### config.mk
export PLATFORM = sky130hd
export DESIGN_NAME = host_link_master
export DESIGN_NICKNAME = d
export VERILOG_FILES = /design/src/rtl/host_link_master.sv
export SDC_FILE = /design/constraint.sdc
export NUM_CORES = 1
export LEC_CHECK = 0
export CAP_MARGIN = 10
export CORE_AREA = 4 4 136 138
export DETAILED_ROUTE_END_ITERATION = 7
export DIE_AREA = 0 0 140 142
export PLACE_DENSITY = 0.79
export SETUP_SLACK_MARGIN = 0.1
export SYNTH_ARGS = -nofsm -noshare
export SYNTH_HDL_FRONTEND = slang
export SYNTH_SLANG_ARGS = --single-unit
### constraint.sdc
create_clock -name clk -period 4.24 [get_ports clk]
set_input_delay 0.636 -clock clk [delete_from_list [all_inputs] [get_ports clk]]
set_output_delay 0.636 -clock clk [all_outputs]
set_load 0.01 [all_outputs]
### src/rtl/host_link_master.sv
// Host-side initiator for the seed/result UART byte protocol.
// Pushes seeds to the far-end module bank and collects async results.
module host_link_master #(
  parameter int NUM_OF_TAPS    = 5,
  parameter int PAYLOAD_BYTES  = 4,
  parameter int RESULT_BYTES   = 4 + NUM_OF_TAPS,
  parameter int TIMEOUT_CYCLES = 50000000
) (
  input  logic                      clk,
  input  logic                      res,
  output logic                      drl,
  output logic [7:0]                din,
  input  logic                      load,
  input  logic                      take,
  input  logic [7:0]                dout,
  input  logic                      job_valid,
  output logic                      job_ready,
  input  logic [PAYLOAD_BYTES*8-1:0] job_data,
  output logic                      job_done,
  output logic                      job_ok,
  output logic                      rslt_valid,
  output logic                      rslt_fail,
  output logic                      rslt_err,
  output logic [RESULT_BYTES*8-1:0] rslt_data,
  output logic                      timeout
);
  localparam int IW = (PAYLOAD_BYTES > 1) ? $clog2(PAYLOAD_BYTES) : 1;
  localparam int CW = $clog2(RESULT_BYTES + 1);

  localparam logic [7:0] B_START = 8'hF0;
  localparam logic [7:0] B_ACK   = 8'hF1;
  localparam logic [7:0] B_FOUND = 8'hF3;
  localparam logic [7:0] B_CAN   = 8'hF4;
  localparam logic [7:0] B_FAIL  = 8'hFA;
  localparam logic [7:0] B_ERR   = 8'hEE;
  localparam logic [7:0] B_END   = 8'hFF;

  localparam logic [2:0] S_IDLE     = 3'd0;
  localparam logic [2:0] S_START    = 3'd1;
  localparam logic [2:0] S_WAIT_CAN = 3'd2;
  localparam logic [2:0] S_PAY      = 3'd3;
  localparam logic [2:0] S_END      = 3'd4;
  localparam logic [2:0] S_WAIT_ACK = 3'd5;
  localparam logic [2:0] S_RACK     = 3'd6;
  localparam logic [2:0] S_RECV     = 3'd7;

  logic [2:0]                state;
  logic                      pending;
  logic [PAYLOAD_BYTES*8-1:0] job_q;
  logic [IW-1:0]             idx;
  logic [CW-1:0]             cnt;
  logic [RESULT_BYTES*8-1:0] res_buf;
  logic [31:0]               timer;
  logic                      waiting;
  logic                      tmo;
  logic                      seed_ff;
  logic                      accept;
  logic                      sig_rx;

  assign waiting   = (state == S_WAIT_CAN) || (state == S_WAIT_ACK)
                  || (state == S_RECV);
  assign tmo       = waiting && (timer == 32'(TIMEOUT_CYCLES));
  assign job_ready = !res && (state == S_IDLE) && !pending;
  assign accept    = job_valid && job_ready;
  assign sig_rx    = take && ((dout == B_FOUND) || (dout == B_FAIL));

  // FF inside a seed would be mistaken for END by the far end
  always_comb begin
    seed_ff = 1'b0;
    for (int k = 0; k < PAYLOAD_BYTES; k++)
      if (job_data[8*k +: 8] == B_END) seed_ff = 1'b1;
  end

  always_comb begin
    drl = 1'b1;
    din = 8'h00;
    case (state)
      S_START: din = B_START;
      S_PAY:
        for (int k = 0; k < PAYLOAD_BYTES; k++)
          if (idx == IW'(k)) din = job_q[8*k +: 8];
      S_END:   din = B_END;
      S_RACK:  din = B_ACK;
      default: drl = 1'b0;
    endcase
  end

  always_ff @(posedge clk) begin
    if (res || !waiting || take) timer <= '0;
    else if (timer != '1) timer <= timer + 32'd1;
  end

  always_ff @(posedge clk) begin
    if (res) begin
      state      <= S_IDLE;
      pending    <= 1'b0;
      job_q      <= '0;
      idx        <= '0;
      cnt        <= '0;
      res_buf    <= '0;
      job_done   <= 1'b0;
      job_ok     <= 1'b0;
      rslt_valid <= 1'b0;
      rslt_fail  <= 1'b0;
      rslt_err   <= 1'b0;
      rslt_data  <= '0;
      timeout    <= 1'b0;
    end else begin
      job_done   <= 1'b0;
      job_ok     <= 1'b0;
      rslt_valid <= 1'b0;
      rslt_err   <= 1'b0;
      timeout    <= 1'b0;
      if (accept) begin
        job_q <= job_data;
        if (seed_ff) job_done <= 1'b1;
        else pending <= 1'b1;
      end
      case (state)
        S_IDLE:
          if (sig_rx) begin
            rslt_fail <= (dout == B_FAIL);
            state     <= S_RACK;
          end else if (pending) begin
            state <= S_START;
          end
        S_START:
          if (load) state <= S_WAIT_CAN;
        S_WAIT_CAN:
          if (take && dout == B_CAN) begin
            idx   <= '0;
            state <= S_PAY;
          end else if (sig_rx) begin
            rslt_fail <= (dout == B_FAIL);
            state     <= S_RACK;
          end else if (tmo) begin
            timeout <= 1'b1;
            state   <= S_IDLE;
          end
        S_PAY:
          if (load) begin
            if (idx == IW'(PAYLOAD_BYTES - 1)) state <= S_END;
            else idx <= idx + 1'b1;
          end
        S_END:
          if (load) state <= S_WAIT_ACK;
        S_WAIT_ACK:
          if (take && (dout == B_ACK || dout == B_ERR)) begin
            job_done <= 1'b1;
            job_ok   <= (dout == B_ACK);
            pending  <= 1'b0;
            state    <= S_IDLE;
          end else if (tmo) begin
            timeout  <= 1'b1;
            job_done <= 1'b1;
            pending  <= 1'b0;
            state    <= S_IDLE;
          end
        S_RACK:
          if (load) begin
            cnt   <= '0;
            state <= S_RECV;
          end
        S_RECV:
          if (take) begin
            if (cnt == CW'(RESULT_BYTES)) begin
              rslt_valid <= 1'b1;
              rslt_err   <= (dout != B_END);
              rslt_data  <= res_buf;
              state      <= S_IDLE;
            end else begin
              for (int k = 0; k < RESULT_BYTES; k++)
                if (cnt == CW'(k)) res_buf[8*k +: 8] <= dout;
              cnt <= cnt + 1'b1;
            end
          end else if (tmo) begin
            timeout <= 1'b1;
            state   <= S_IDLE;
          end
        default: state <= S_IDLE;
      endcase
    end
  end
endmodule

Word-level counts from Yosys, hierarchy flattened
Index checks and enable logic that the tools add are counted.
{"block": "classes", "reduce_logical": 40, "n_mux": 52, "n_bitwise": 5, "n_eq_ne": 43, "add_sub_neg": 3}
{"op": "$eq 8x8->1 const B", "n": 9}
{"op": "$reduce_and 4->1", "n": 11}
{"op": "$mux 3", "n": 13}
{"op": "$add 32x1->32 const B", "n": 1}
{"op": "$eq 32x26->1 const B", "n": 1}
{"op": "$mux 8", "n": 4}
{"op": "$ne 32x32->1 const B", "n": 1}
{"op": "$pmux 8 s4", "n": 1}
{"op": "$pmux 3 s8", "n": 1}
{"op": "$mux 1", "n": 23}
{"op": "$ne 2x2->1 const B", "n": 9}
{"op": "$eq 4x3->1 const B", "n": 4}
{"op": "$eq 3x3->1 const B", "n": 4}
{"op": "$mux 4", "n": 3}
{"op": "$eq 4x2->1 const B", "n": 2}
{"op": "$eq 4x4->1 const B", "n": 2}
{"op": "$ne 8x8->1 const B", "n": 1}
{"op": "$pmux 4 s2", "n": 1}
{"op": "$reduce_or 4->1", "n": 2}
{"op": "$logic_and 1x1->1", "n": 7}
{"op": "$reduce_and 7->1", "n": 1}
{"op": "$eq 3x2->1 const B", "n": 2}
{"op": "$logic_or 1x1->1", "n": 6}
{"op": "$mux 2", "n": 3}
{"op": "21 further kinds", "n": 31}
{"block": "totals", "ff_bits": 224, "output_inout_bits": 88, "word_cells": 165}

Longest topological paths before layout
Gate-level depths: netlist (run 1).
{"block": "logic_depth", "word_depth": 10, "depth_mapped": 8, "ltp_nobuf": 7}

Worst setup path after synthesis (run 1)
Ideal clock, no wire load.
{"block": "synth_path", "path_kind": "in2reg", "start": "in take", "end": "reg res_buf[39]", "path_stages": 6, "setup_ns": 0.128, "t_required_ns": 4.112, "slack_ns": 1.953, "arrival_time_ns": 2.160, "path_buffers": 1, "cell_sequence": "clkbuf_1 -> nand4_1 -> nor3b_2 -> nand2_1 -> mux2i_1 -> nor2_1"}
{"block": "synth_via", "elab_chain_len": 1}
{"item": "start, declared", "line": "14", "rtl": "input logic take,"}
{"item": "$reduce_and 4->1 (no source line)"}
{"item": "end signal, assigned by index", "line": "173", "rtl": "if (cnt == CW'(k)) res_buf[8*k +: 8] <= dout;"}
{"item": "end, declared", "line": "52", "rtl": "logic [RESULT_BYTES*8-1:0] res_buf;"}
Every way passes these cells.
A chain may end at the register's enable or synchronous reset.

Final worst setup path (run 1)
{"block": "layout_path", "start": "reg idx[1]", "end": "out din[5]"}
{"block": "layout_via", "elab_chain_len": 6}
{"item": "start, declared", "line": "50", "rtl": "logic [IW-1:0] idx;"}
{"item": "start signal, assigned", "line": "143", "rtl": "else idx <= idx + 1'b1;"}
{"item": "$logic_not 2->1", "line": "81", "rtl": "if (idx == IW'(k)) din = job_q[8*k +: 8];"}
{"item": "$mux 8 (3 in a row)", "line": "81"}
{"item": "$mux 8 (*)", "line": "81"}
{"item": "$pmux 8 s4 (*)", "line": "77", "rtl": "case (state)"}
{"item": "end, declared", "line": "12", "rtl": "output logic [7:0] din,"}
Mark *: on every way between the ends. The rest lies on a longest branch, timed or not.

==> impl_metrics.json, run 1 <==
{
  "arrival_ns": 2.78,
  "min_from": "rslt_data[24]",
  "outcome": "complete, no violations",
  "path_class": "reg -> out",
  "root_buffer": "clkbuf_16",
  "htreeDepth": 1,
  "postCtsResizedCells": 0,
  "grt_pass1_wl_mm": 38.17,
  "dieArea_um2": 19880,
  "grt_usage_pct": 22.51,
  "cts_hold_buf": 0,
  "cts_setup_buffers": 0,
  "slew_viol_final": 0,
  "tightest_slew_ns": 1.010,
  "synth_fa_ha_area_share_pct": 1.330,
  "routedWlPerCell_um": 15.22,
  "synth_simple_gate_area_share_pct": 27.50,
  "min_to": "rslt_data[24]",
  "setup_ws_ns": 0.8268,
  "fillCellCount": 1435,
  "path_delay_family": "compound AO/OA/AOI/OAI gates",
  "setup_viol": 0,
  "leakagePower_nw": 3.926,
  "overflow": 0,
  "dp_slack_ns": 0.8840,
  "vdd_drop_max_v": 0.0003677,
  "initial_utilization_pct": 54.77,
  "gp_congestion": 0.8321,
  "reg2reg_depth": 6,
  "cp-start-kind": "flip-flop",
  "final_nets": 1321,
  "worstPathBufferInverterCount": 2,
  "synth_edf_count": 0,
  "netlist_instances": 1180,
  "synth_top_family_by_area": "simple AND/OR/NAND/NOR gates",
  "path_common_cell": "a21oi_1",
  "ant_nets": 0,
  "clkLatencyLatePin_ns": 0.52,
  "grt_setup_unrepaired": "false",
  "grt_max_degree": 88,
  "post-route-drc-count": 0,
  "fp.coreArea_um2": 17180,
  "cts_max_path_buffers": 3,
  "via_per_inst": 5.563,
  "synth_nets": 1235,
  "die-height_um": 142,
  "final_common_cell": "nand2_1",
  "ys.flop_type": "dfxtp_1",
  "synth_area_um2": 9408,
  "synth.top_cell.area_share_pct": 47.67,
  "mostFrequentLayoutCells": "302 x nand2_1, 224 x dfxtp_1, 166 x a21oi_1",
  "drtIter0Drc": 618,
  "antenna_found_initial": 0,
  "diodes": 0,
  "final_hold_viol_count": 0,
  "p_per_area_nw_per_um2": 434.5,
  "fmax_mhz": 293.0,
  "synth_mux_area_share_pct": 2.274,
  "grt_pass1_vias": 7830,
  "fp.dieW_um": 140,
  "drive_gt1_share_pct": 5.530,
  "cpPeakStageDelay_ns": 0.58,
  "maxSlewHeadroom_pct": 32.59,
  "fin_crit_ns": 3.413,
  "seq_area_frac_synth_pct": 47.67,
  "synth_cell_types": 61,
  "vias": 8394,
  "ys_top_cells_by_area": "dfxtp_1 48%, nand2_1 12%, a21oi_1 8.8%, o21ai_0 3.0%, nand2b_1 2.7%",
  "setup_tns_ns": 0,
  "ios": 133,
  "critical_path.max_fanout": 16,
  "r2r_slack_ns": 1.36,
  "avgSynthCellArea_um2": 7.973,
  "synthArstFlopShare_pct": 0,
  "cts_tree": "built",
  "hpwl_mm": 15.18,
  "cpMaxStageDelayCell": "clkdlybuf4s50_1",
  "end_kind": "primary output",
  "synth_xor_area_share_pct": 0.5586,
  "ys_ff_latch": 224,
  "area_delta_synth_final_pct": 23.49,
  "drtPass1Iterations": 5,
  "cp_cell_sequence": "inv_1 -> ha_1 -> nand3b_1 -> a21oi_1 -> a21oi_1 -> o211a_1 -> o21ai_0 -> clkdlybuf4s50_1",
  "drt-total-wl_mm": 22.97,
  "worstPathRequired_ns": 3.60,
  "timing.rr.start": "state[1]",
  "period_share_pct": 80.50,
  "cts.sinks": 224,
  "reg2reg_to": "res_buf[34]",
  "synth_compound_area_share_pct": 16.36,
  "synth_top_area_cell": "dfxtp_1",
  "worst_hold_path.num_cells": 2,
  "ys_warn_count": 0,
  "io_buffers": 132,
  "skew_ns": 0.01610,
  "hold_path.class": "reg -> reg",
  "maxCapViolations": 0,
  "row_count": 48,
  "cts_buffers": 24,
  "clk_pin_slew_ns": 0.06
}
worst max-delay path by stage:
stage            start     endpoint  slack, ns  cells after the start
3_3_place_gp   dout[0]     state[0]       1.07                      6
5_1_grt         idx[1]       din[7]       0.62                      8
3_5_place_dp   dout[0]     state[0]       0.88                      6
4_1_cts         idx[1]       din[5]       0.83                      8
6_report        idx[1]       din[5]       0.83                      8
2_1_floorplan     take  res_buf[39]       1.95                      6
logic make-up after synthesis:
kind of cell               Yosys count
buffers and inverters              102
adders and majority gates           10
xor gates and xnor gates             6
DFF                                224
AOI/OAI and AO/OA                  273
muxes                               21
and+or+nand+nor                    544
sequential cells by signal, summed over array words and instances (netlist names), 2 cells and up:
signal,cells
res_buf,72
rslt_data,72
job_q,32
timer,32
cnt,4
state,3
idx,2
layout make-up:
cell class | instances | area (µm²) | area share [%]
inverter | 18 | 67.56 | 0.5816
clock buffer | 36 | 725.7 | 6.247
clock inverter | 8 | 107.6 | 0.9262
multi-input combinational | 854 | 4529 | 38.99
tap | 225 | 281.5 | 2.423
timing repair buffer | 144 | 1421 | 12.23
sequential | 224 | 4484 | 38.60
where the power goes:
part / switching [mW] / internal, mW
Clock: 0.836 / 1.31
Sequential: 0.110 / 2.19
Combinational: 0.327 / 0.279
through the flow:
| step | instance area, µm² | util (%) | instances | hold WS, ns | power (mW) |
|---|---|---|---|---|---|
| floorplan | 9408 | - | 1180 | 0.4315 | 2.695 |
| global placement | 10780 | 62.78 | 1465 | 0.4392 | 2.917 |
| detailed placement | 10780 | 62.78 | 1465 | 0.4444 | 2.934 |
| CTS | 11620 | 67.64 | 1509 | 0.4530 | 5.072 |
| global route | 11620 | 67.64 | 1509 | 0.4677 | 5.251 |
| finish | 11620 | 67.64 | 1509 | 0.4524 | 5.048 |
cell usage after synthesis (all sizes together) (21+ instances only):
cell,n
dfxtp,224
nand2b,41
nand3,38
nand4,21
o21ai,57
nor2,42
clkbuf,66
a21oi,166
nand2,302
routing by layer:
layer | track usage (%) | vias up | share of wire [%]
met1 | 31.10 | 3874 | 45
met4 | 5.609 | 0 | 1.7
met5 | 0 | - | 0
met2 | 37.28 | 260 | 47
li1 | - | 4224 | -
met3 | 3.629 | 36 | 6.7
tightest hold or removal path, delay by kind of cell (launching register included):
| family | cells | cell delay, ns |
|---|---|---|
| flops | 1 | 0.30 |
| simple gates | 1 | 0.05 |
| compound gates | 1 | 0.05 |
No activity file was read; power rests on OpenSTA's default activity.
==> inputs of run 2 (changes only) <==
--- a/config.mk
+++ b/config.mk
@@ -6,10 +6,10 @@
 export NUM_CORES = 1
 export LEC_CHECK = 0
 export CAP_MARGIN = 10
-export CORE_AREA = 4 4 136 138
+export CORE_AREA = 4 4 144 146
 export DETAILED_ROUTE_END_ITERATION = 7
-export DIE_AREA = 0 0 140 142
-export PLACE_DENSITY = 0.79
+export DIE_AREA = 0 0 148 150
+export PLACE_DENSITY = 0.74
 export SETUP_SLACK_MARGIN = 0.1
 export SYNTH_ARGS = -nofsm -noshare
 export SYNTH_HDL_FRONTEND = slang
==> constraint.sdc (replaced) <==
create_clock -name clk -period 2.9 [get_ports clk]
set_input_delay 0.435 -clock clk [delete_from_list [all_inputs] [get_ports clk]]
set_output_delay 0.435 -clock clk [all_outputs]
set_load 0.01 [all_outputs]
==> impl_metrics.json, run 2 (synthesis results as in run 1) <==
{
  "final_nets": 1339,
  "fillCellCount": 1749,
  "root_buffer": "clkbuf_16",
  "worst_hold_path.num_cells": 3,
  "placed_cell_area_um2": 10960,
  "antenna_found_initial": 0,
  "arrival_ns": 2.23,
  "met2_usage_pct": 33.75,
  "drtPass1Iterations": 5,
  "die-height_um": 150,
  "clkLatencyLatePin_ns": 0.52,
  "met1_usage_pct": 28.56,
  "final_area_um2": 11850,
  "drt-total-wl_mm": 23.79,
  "drtIter0Drc": 541,
  "reg2reg_depth": 6,
  "cts_tree": "built",
  "setup_viol": 0,
  "grt_pass1_wl_mm": 38.75,
  "hpwl_mm": 16.05,
  "gp_congestion": 0.8487,
  "final_common_cell": "nand2_1",
  "end_kind": "primary output",
  "cts_max_path_buffers": 3,
  "skew_ns": 0.009376,
  "period_share_pct": 92.02,
  "p_total_mw": 7.323,
  "seq_area_um2": 4489,
  "clk_pin_slew_ns": 0.06,
  "fp.coreArea_um2": 19400,
  "diodes": 0,
  "pwr-share-clk_pct": 41.8,
  "cts.sinks": 224,
  "io_buffers": 132,
  "top_usage_layer": "met2",
  "maxCapViolations": 0,
  "reg_top3": "res_buf (72), rslt_data (72)",
  "via_per_inst": 5.392,
  "grtUsageMet3_pct": 3.907,
  "p_comb_share_pct": 12.7,
  "slew_viol_final": 0,
  "vdd_drop_max_v": 0.0004230,
  "leakagePower_nw": 4.097,
  "vias": 8433,
  "mostFrequentLayoutCells": "302 x nand2_1, 220 x dfxtp_1, 166 x a21oi_1",
  "worstPathRequired_ns": 2.47,
  "fmax_mhz": 374.7,
  "cts_buffers": 24,
  "htreeDepth": 1,
  "cts_hold_buf": 0,
  "area_delta_synth_final_pct": 26.00,
  "ios": 133,
  "critical_path.max_fanout": 11,
  "grt_setup_unrepaired": "false",
  "row_count": 51,
  "p_sw_mw": 1.873,
  "maxSlewHeadroom_pct": 43.05,
  "holdWs_ns": 0.3278,
  "path_class": "reg -> out",
  "post-route-drc-count": 0,
  "grt_max_degree": 193,
  "setup_tns_ns": 0,
  "routedWlPerCell_um": 15.21,
  "outcome": "complete, no violations",
  "initial_utilization_pct": 48.50,
  "internal-power_mw": 5.450,
  "dieArea_um2": 22200,
  "grt_pass1_vias": 7775,
  "seq_power_share_pct": 45.4,
  "ant_nets": 0,
  "final_hold_viol_count": 0,
  "fin_crit_ns": 2.669,
  "switching_share_pct": 25.58,
  "fp.dieW_um": 148,
  "multiInputGateArea_um2": 4593,
  "overflow": 0,
  "tightest_slew_ns": 0.8543,
  "hold_path.class": "in -> reg",
  "drive_gt1_share_pct": 8.083,
  "p_per_area_nw_per_um2": 617.7,
  "cp-start-kind": "flip-flop",
  "grt_usage_pct": 20.73
}
[run 2: cell count changes in the layout (fill, tap and decap cells not counted), moves of 4 or more]
cell | before | now
dfxtp_1 | 224 | 220
clkdlybuf4s50_1 | 131 | 123
ha_1 | 10 | 6
dlymetal6s2s_1 | 0 | 4
buf_4 | 12 | 28
dfxtp_2 | 0 | 4
[run 2: worst paths after layout]
path                               startpoint       endpoint  slack, ns
worst max register to register      timer[24]       timer[6]       0.52
worst max-delay path                   idx[1]         din[7]       0.23
worst min register to register  rslt_data[17]  rslt_data[17]       0.45
worst min-delay path                      res       timer[6]       0.33
[run 2: area by class of cell]
cell class	instances	share of cell area (%)
sequential	224	37.87
tap	265	2.797
multi-input combinational	854	38.75
inverter	18	0.5700
clock buffer	32	5.826
timing repair buffer	162	13.29
clock inverter	9	0.8972
[run 2: metrics by stage]
stage	util [%]	worst slack, ns	std cells
finish	61.11	0.2313	1564
global route	61.11	0.1277	1564
CTS	60.80	0.01312	1562
detailed placement	56.52	0.1853	1519
global placement	56.52	0.2726	1519
floorplan	-	0.8139	1180
[run 2: power groups by stage]
stage	Clock [mW]	Sequential, mW	Combinational (mW)
4_1_cts	3.12	3.32	0.934
3_3_place_gp	0	3.38	0.938
3_5_place_dp	0	3.38	0.952
2_1_floorplan	0	3.31	0.630
5_1_grt	3.24	3.34	1.02
6_report	3.06	3.33	0.933
[run 2: what timing repair did]
action | CTS | global route
resized for setup | 11 | 24
hold endpoints to repair | 0 | 0
setup endpoints to repair | 9 | 9
pin swaps | 1 | 1
setup buffers | 2 | 2
[run 2: layer usage]
metal,wire (µm),vias to the layer above
li1,-,4266
met1,10860,3950
met2,11140,181
met3,1356,36
met4,428,0
met5,0,-
[run 2: worst max-delay path: stages (launching register included)]
cell and delay, ns:
dfxtp_2 0.37, inv_2 0.08, ha_4 0.20, nand3b_1 0.17, a21oi_1 0.17, a21oi_1 0.06
o211a_1 0.20, o21ai_0 0.16, dlygate4sd2_1 0.31
==> inputs of run 3 (changes only) <==
--- a/config.mk
+++ b/config.mk
@@ -6,10 +6,10 @@
 export NUM_CORES = 1
 export LEC_CHECK = 0
 export CAP_MARGIN = 10
-export CORE_AREA = 4 4 144 146
+export CORE_AREA = 4 4 163 165
 export DETAILED_ROUTE_END_ITERATION = 7
-export DIE_AREA = 0 0 148 150
-export PLACE_DENSITY = 0.74
+export DIE_AREA = 0 0 167 169
+export PLACE_DENSITY = 0.6
 export SETUP_SLACK_MARGIN = 0.1
 export SYNTH_ARGS = -nofsm -noshare
 export SYNTH_HDL_FRONTEND = slang
==> impl_metrics.json, run 3 (synthesis results as in run 1) <==
{
  "mostFrequentLayoutCells": "302 x nand2_1, 222 x dfxtp_1, 166 x a21oi_1",
  "grt_pass1_wl_mm": 40.54,
  "final_nets": 1341,
  "drt-total-wl_mm": 24.93,
  "worstPathRequired_ns": 2.47,
  "p_per_area_nw_per_um2": 640.8,
  "worst_hold_path.num_cells": 3,
  "fillCellCount": 2481,
  "fp.coreArea_um2": 25040,
  "setup_tns_ns": 0,
  "leakagePower_nw": 4.101,
  "dp_slack_ns": 0.2790,
  "grt_max_degree": 81,
  "ant_nets": 0,
  "setup_ws_ns": 0.2297,
  "cp-start-kind": "flip-flop",
  "outcome": "complete, no violations",
  "root_buffer": "clkbuf_16",
  "drtIter0Drc": 541,
  "cts.sinks": 224,
  "vdd_drop_max_v": 0.0003685,
  "drive_gt1_share_pct": 7.592,
  "row_count": 58,
  "grt_setup_unrepaired": "false",
  "maxSlewHeadroom_pct": 48.36,
  "fp.dieW_um": 167,
  "ios": 133,
  "cts_max_path_buffers": 3,
  "r2r_slack_ns": 0.67,
  "tightest_slew_ns": 0.7746,
  "area_delta_synth_final_pct": 27.84,
  "grt_pass1_vias": 7937,
  "hpwl_mm": 17.08,
  "clkLatencyLatePin_ns": 0.51,
  "skew_ns": 0.006715,
  "period_share_pct": 92.08,
  "fin_crit_ns": 2.670,
  "initial_utilization_pct": 37.58,
  "drtPass1Iterations": 5,
  "setup_viol": 0,
  "via_per_inst": 5.053,
  "die-height_um": 169,
  "dieArea_um2": 28220,
  "reg_top3": "res_buf (72), rslt_data (72)",
  "routedWlPerCell_um": 15.24,
  "final_hold_viol_count": 0,
  "final_common_cell": "nand2_1",
  "cts_tree": "built",
  "slew_viol_final": 0,
  "grt_usage_pct": 16.97,
  "critical_path.max_fanout": 9,
  "end_kind": "primary output",
  "overflow": 0,
  "htreeDepth": 1,
  "post-route-drc-count": 0,
  "maxCapViolations": 0,
  "fmax_mhz": 374.5,
  "gp_congestion": 0.8559,
  "io_buffers": 132,
  "vias": 8267,
  "cts_buffers": 26,
  "clk_pin_slew_ns": 0.06,
  "hold_path.class": "in -> reg",
  "cts_setup_buffers": 0,
  "antenna_found_initial": 2,
  "reg2reg_depth": 5,
  "path_class": "reg -> out",
  "cts_hold_buf": 0,
  "arrival_ns": 2.24
}
-- run 3: cell types whose count changed in the layout (fill, tap and decap cells not counted), moves of 2 or more --
cell	delta
clkbuf_2	-3
dlymetal6s2s_1	-4
dlygate4sd2_1	+7
diode_2	+2
clkbuf_1	+2
bufinv_16	+2
dfxtp_2	-2
clkbuf_16	+3
dfxtp_1	+2
-- run 3: timing repair --
action	CTS	global route
endpoints found under the setup margin	9	5
pin swaps	0	0
gates resized for setup	19	2
-- run 3: critical path, cell delays in order, from the launching register on --
cell	delay, ns
dfxtp_2	0.33
inv_2	0.10
ha_4	0.17
buf_4	0.16
nor2b_1	0.05
a221oi_1	0.29
nor3_1	0.08
a21oi_1	0.16
o22ai_1	0.08
dlygate4sd2_1	0.30
-- run 3: power by group --
group	internal [mW]	switching (mW)
Clock	2.18	1.25
Sequential	3.20	0.101
Combinational	0.423	0.556
Total	5.80	1.91
-- run 3: through the flow --
step | area [µm²] | cells | power [mW] | util (%) | hold WS, ns
finish | 12030 | 1636 | 7.706 | 48.04 | 0.3453
global route | 12020 | 1635 | 8.027 | 48.03 | 0.3530
CTS | 12010 | 1634 | 7.788 | 47.99 | 0.3290
detailed placement | 11070 | 1588 | 4.375 | 44.23 | 0.4454
global placement | 11070 | 1588 | 4.366 | 44.23 | 0.4369
floorplan | 9408 | 1180 | 3.940 | - | 0.4315
-- run 3: routing by layer --
layer	share of wire, %	wire length, µm	GRT usage (%)	vias up
met2	46	11460	28.07	141
met4	1.8	442	4.305	0
li1	-	-	-	4263
met1	48	11970	23.24	3832
met3	4.2	1054	2.779	31
met5	0	0	0	-
-- run 3: final timing paths --
path,start,to
hold reg to reg,rslt_data[6],rslt_data[6]
hold / removal,res,job_q[24]
setup reg to reg,timer[11],pending
setup / recovery,idx[1],din[3]
-- run 3: area by class of cell --
type | instances | area, µm² | share of cell area (%)
antenna | 2 | 5.005 | 0.04161
clock buffer | 36 | 759.5 | 6.315
clock inverter | 10 | 153.9 | 1.280
inverter | 18 | 67.56 | 0.5618
multi-input combinational | 854 | 4569 | 37.99
sequential | 224 | 4487 | 37.31
tap | 330 | 412.9 | 3.433
timing repair buffer | 162 | 1572 | 13.07
